[config.mk]
export PLATFORM = sky130hd
export DESIGN_NAME = card_cycle_ctrl
export DESIGN_NICKNAME = d
export VERILOG_FILES = /design/src/rtl/card_cycle_ctrl.sv
export SDC_FILE = /design/constraint.sdc
export NUM_CORES = 1
export LEC_CHECK = 0
export ABC_AREA = 1
export CAP_MARGIN = 25
export CORE_ASPECT_RATIO = 2
export CORE_UTILIZATION = 34
export DETAILED_ROUTE_END_ITERATION = 10
export GPL_TIMING_DRIVEN = 0
export SYNTH_ARGS = -nofsm -noshare
export SYNTH_HDL_FRONTEND = slang
export SYNTH_SLANG_ARGS = --single-unit
[constraint.sdc]
create_clock -name clk -period 2.7 [get_ports clk]
set_clock_uncertainty 0.05 [all_clocks]
set_input_delay 0.405 -clock clk [delete_from_list [all_inputs] [get_ports clk]]
set_output_delay 0.405 -clock clk [all_outputs]
set_load 0.02 [all_outputs]
[src/rtl/card_cycle_ctrl.sv]
// card_cycle_ctrl: schedules one punched-card feed cycle for the ES24 counter.
// A card is requested from the card source. Two brush passes of 16 timing
// points each then follow, brush 1 first and brush 2 second. Each timing point
// lasts STEP_DIV clocks, and its strobe is active in the second half of the
// point.
//
// Ports:
//   clk         system clock, rising edge
//   reset       asynchronous active-low reset
//   start       run request (level); cards are fed continuously while high
//   card_valid  card source has a card ready (only looked at in FEED)
//   card_ack    1-cycle pulse, first cycle of brush 1 (card accepted)
//   brush       0 = brush 1 pass, 1 = brush 2 pass
//   point       one-hot timing-point strobe, indexed by row number
//   row         row under the brush (0..9, 11, 12), held for the whole step
//   row_valid   row holds a data row
//   card_done   1-cycle pulse after both passes complete
//   busy        high in every state except IDLE
// Every output is decoded from registered state only.
module card_cycle_ctrl #(
  parameter int STEP_DIV = 64
) (
  input  logic        clk,
  input  logic        reset,
  input  logic        start,
  input  logic        card_valid,
  output logic        card_ack,
  output logic        brush,
  output logic [15:0] point,
  output logic [3:0]  row,
  output logic        row_valid,
  output logic        card_done,
  output logic        busy
);

  localparam int DIV_W = (STEP_DIV > 2) ? $clog2(STEP_DIV) : 1;
  localparam logic [DIV_W-1:0] DIV_LAST = DIV_W'(STEP_DIV - 1);
  localparam logic [DIV_W-1:0] DIV_HALF = DIV_W'(STEP_DIV / 2);

  typedef enum logic [2:0] {
    S_IDLE   = 3'd0,
    S_FEED   = 3'd1,
    S_BRUSH1 = 3'd2,
    S_BRUSH2 = 3'd3,
    S_END    = 3'd4
  } state_e;

  state_e           state_q, state_d;
  logic [3:0]       step_q, step_d;
  logic [DIV_W-1:0] div_q, div_d;

  always_ff @(posedge clk or negedge reset) begin
    if (!reset) begin
      state_q <= S_IDLE;
      step_q  <= '0;
      div_q   <= '0;
    end else begin
      state_q <= state_d;
      step_q  <= step_d;
      div_q   <= div_d;
    end
  end

  // Next state. Once a card is accepted, both passes always run to the end.
  // Dropping start only takes effect in END or FEED.
  always_comb begin
    state_d = state_q;
    step_d  = step_q;
    div_d   = div_q;
    unique case (state_q)
      S_IDLE: if (start) state_d = S_FEED;
      S_FEED: begin
        if (card_valid) begin
          state_d = S_BRUSH1;
          step_d  = '0;
          div_d   = '0;
        end else if (!start) begin
          state_d = S_IDLE;
        end
      end
      S_BRUSH1, S_BRUSH2: begin
        if (div_q == DIV_LAST) begin
          div_d = '0;
          if (step_q == 4'd15) begin
            step_d  = '0;
            state_d = (state_q == S_BRUSH1) ? S_BRUSH2 : S_END;
          end else begin
            step_d = step_q + 4'd1;
          end
        end else begin
          div_d = div_q + DIV_W'(1);
        end
      end
      S_END:   state_d = start ? S_FEED : S_IDLE;
      default: state_d = S_IDLE;
    endcase
  end

  logic       running;
  logic       strobe;
  logic [3:0] pidx;

  assign running = (state_q == S_BRUSH1) || (state_q == S_BRUSH2);

  // Steps 1..10 sense rows 9..0 (bottom of the card first). Steps 11 and 12
  // sense rows 11 and 12. Steps 13..15 only strobe their own point bit.
  // Because of this mapping, point[10] is never selected.
  assign pidx   = (step_q <= 4'd10) ? (4'd10 - step_q) : step_q;
  assign strobe = running && (step_q != 4'd0) && (div_q >= DIV_HALF);

  always_comb begin
    row       = '0;
    row_valid = 1'b0;
    if (running && step_q >= 4'd1 && step_q <= 4'd12) begin
      row       = pidx;
      row_valid = 1'b1;
    end
  end

  always_comb begin
    point = '0;
    if (strobe) point[pidx] = 1'b1;
  end

  // BRUSH1 with step 0 and div 0 can only occur in the first cycle after FEED.
  assign card_ack  = (state_q == S_BRUSH1) && (step_q == 4'd0) && (div_q == '0);
  assign brush     = (state_q == S_BRUSH2);
  assign card_done = (state_q == S_END);
  assign busy      = (state_q != S_IDLE);

endmodule

==> reports/qor.csv <==
metric,value,unit
status,"finished, final reports clean",
dieArea,0.00365,sq mm
cts_tree,built,
ys_types,24,
grt_pass1_wl,5160,microns
slew_headroom,57.1,%
yosys_warnings,0,
fillers,336,
drc_errors,0,
p_int,0.303,mW
grt.total_usage,17.8,%
power.leakage,0.800,nW
grt_overflow,0,
setup_viol,0,
avgRoutedWirePerCell,12.7,microns
synth_top_family_by_area,simple AND/OR/NAND/NOR gates,
cap_violations,0,
hold_violations,0,
pre_cts_ws,100,ps
root_buffer,clkbuf_8,
ir_drop,0.276,mV
r2r_slack,1210,ps
fin_ws,164,ps
syn_avg_cell_area,6.64,sq um
diodes,0,
whs,510,ps
io_pins,29,
gp_congestion,0.768,
ctsHoldBuffers,0,
synthMuxAreaShare,0,%
powerDensity,252,mW/mm^2
die_x,43.2,microns
synth_compound_gate_area_share,7.36,%
synthFlopType,dfrtp_1,
synth_edf_count,0,
post-route-period-util,93.9,%
vias,1160,
drtIter0Drc,20,
area_growth,30.3,%
holdCritPathClass,in -> async,
most-common-layout-cells,"nand2_1, nor2_1, inv_1",
drt_wl_total,3010,microns
via_per_inst,4.89,
final_common_cell,nand2_1,
cts_made_buffers,3,
drt_pass1_iterations,4,
clk_pin_slew_worst_paths,60,ps
reg2reg_to,step_q[3]$_DFFE_PN0P_,
clk_latency,240,ps
crit_type,reg -> out,
antenna_found_initial,0,
fin_nets,219,
share_seq_of_total_power,51.3,%
p_clk_share,46.2,%
async_flop_share,100,%
power.total,0.380,mW
period_minus_slack,2540,ps
dp.cells,233,
slew_viol_final,0,
grt_max_degree,14,
start_util,36.2,%
met3_usage,1.72,%
core,0.00319,sq mm
ant_nets,0,
die_h,84.5,microns
critPathLaunchType,register,
synth_seq_cells,13,
postSynthCellCount,174,
syn_area,0.00116,sq mm
switchingPower,0.0766,mW
port_buffers,28,
cts_max_level,1,
yosys.area_share.simple,46.3,%
dp_hpwl,2480,microns
crit_path_max_fanout,7,
fp-row-count,29,
top_usage_layer,met2,
worst_pin_slew,641,ps
netSwitchingFraction,20.2,%
max_freq,394,MHz
reg2reg_from,div_q[0]$_DFFE_PN0P_,
fin_cells,237,
power_frac_comb,2.4,%
grt_pass1_vias,1197,
clockBufferDepth,2,
rsz0062_at_grt,no,
syn-num-nets,186,
worstPathRequired,2250,ps
clkSinkCount,13,
synthAdderAreaFrac,8.66,%
met1_usage,16.5,%
r2r_cells,6,
drive_gt1_share,15.0,%
cp.arrival,2080,ps
synth-xor-area-share,1.52,%
setup.worst_path.end_class,output pin,
grt_util_met2,36.2,%
yosysSeqAreaShare,28.1,%
setup_tns,0,ps
==> timing repair <==
action / CTS / global route
gates resized for setup: 17 / 2
setup endpoints to repair: 17 / 2
buffers inserted: 0 / 0
hold endpoints to repair: 0 / 0
==> final cells by class <==
class / count / area, sq um / area share (%)
clock buffers: 4 / 45.0 / 2.99
inverters: 24 / 92.6 / 6.15
multi-input cells: 137 / 738 / 49.0
flip-flops and latches: 13 / 327 / 21.7
well taps: 31 / 38.8 / 2.57
repair buffers: 28 / 265 / 17.6
==> cells in the mapped netlist (2+ instances only) <==
cell type / count / share of area (%)
ha_1: 8 / 8.7
nand2_1: 45 / 15
nand4_1: 2 / 1.1
nand2_2: 6 / 3.2
nand3_1: 11 / 4.8
dfrtp_1: 13 / 28
inv_1: 18 / 5.8
xor2_1: 2 / 1.5
o21ai_1: 7 / 3.0
nor2_1: 32 / 10
o22ai_1: 2 / 1.1
nand3_2: 3 / 2.6
inv_2: 5 / 1.6
nor2_2: 5 / 2.7
o21ai_0: 3 / 1.3
o21ai_2: 2 / 1.5
nor3_1: 3 / 1.3
==> state kept, by name (all words and copies together), names as in the netlist <==
register / flops
state_q: 3
div_q: 6
step_q: 4
==> power by group through the flow <==
stage,combinational [mW],sequential (mW),clock [mW]
floorplan,0.000545,0.198,0
global placement,0.00941,0.198,0
detailed placement,0.00960,0.198,0
CTS,0.00964,0.195,0.184
global route,0.0106,0.195,0.192
finish,0.00926,0.195,0.176
==> critical path, stage by stage (launching register included) <==
cell             delay, ps
dfrtp_2                460
inv_1                  160
ha_1                   220
nor2_2                  70
o21ai_2                200
nand2_1                 80
inv_1                   50
clkdlybuf4s50_1        590
==> per-layer routing <==
layer | up-vias | share of wire [%]
li1 | 606 | -
met1 | 520 | 36
met2 | 30 | 59
met3 | 4 | 3.1
met4 | 0 | 1.8
met5 | - | 0
==> logic make-up after synthesis <==
logic type,Yosys count
buffers and inverters,24
adder cells (fa/ha/maj),8
flip-flops,13
AND/OR/NAND/NOR,112
AO/OA/AOI/OAI,15
XOR/XNOR,2
==> worst max-delay path by stage <==
stage,start,end,slack (ps),depth (start not counted)
6_report,step_q[0]$_DFFE_PN0P_,row[2],160,7
5_1_grt,step_q[1]$_DFFE_PN0P_,row[0],20,8
4_1_cts,step_q[0]$_DFFE_PN0P_,row[1],70,8
3_5_place_dp,step_q[0]$_DFFE_PN0P_,point[12],100,8
3_3_place_gp,step_q[0]$_DFFE_PN0P_,point[12],130,8
2_1_floorplan,step_q[0]$_DFFE_PN0P_,point[0],720,7
==> per-stage QoR <==
step,util [%],area [sq um]
3_5_place_dp,46.2,1480
6_report,47.2,1510
3_3_place_gp,46.2,1480
2_1_floorplan,-,1160
5_1_grt,47.2,1510
4_1_cts,47.0,1500
Note: power is estimated with default switching activity, not from simulation.
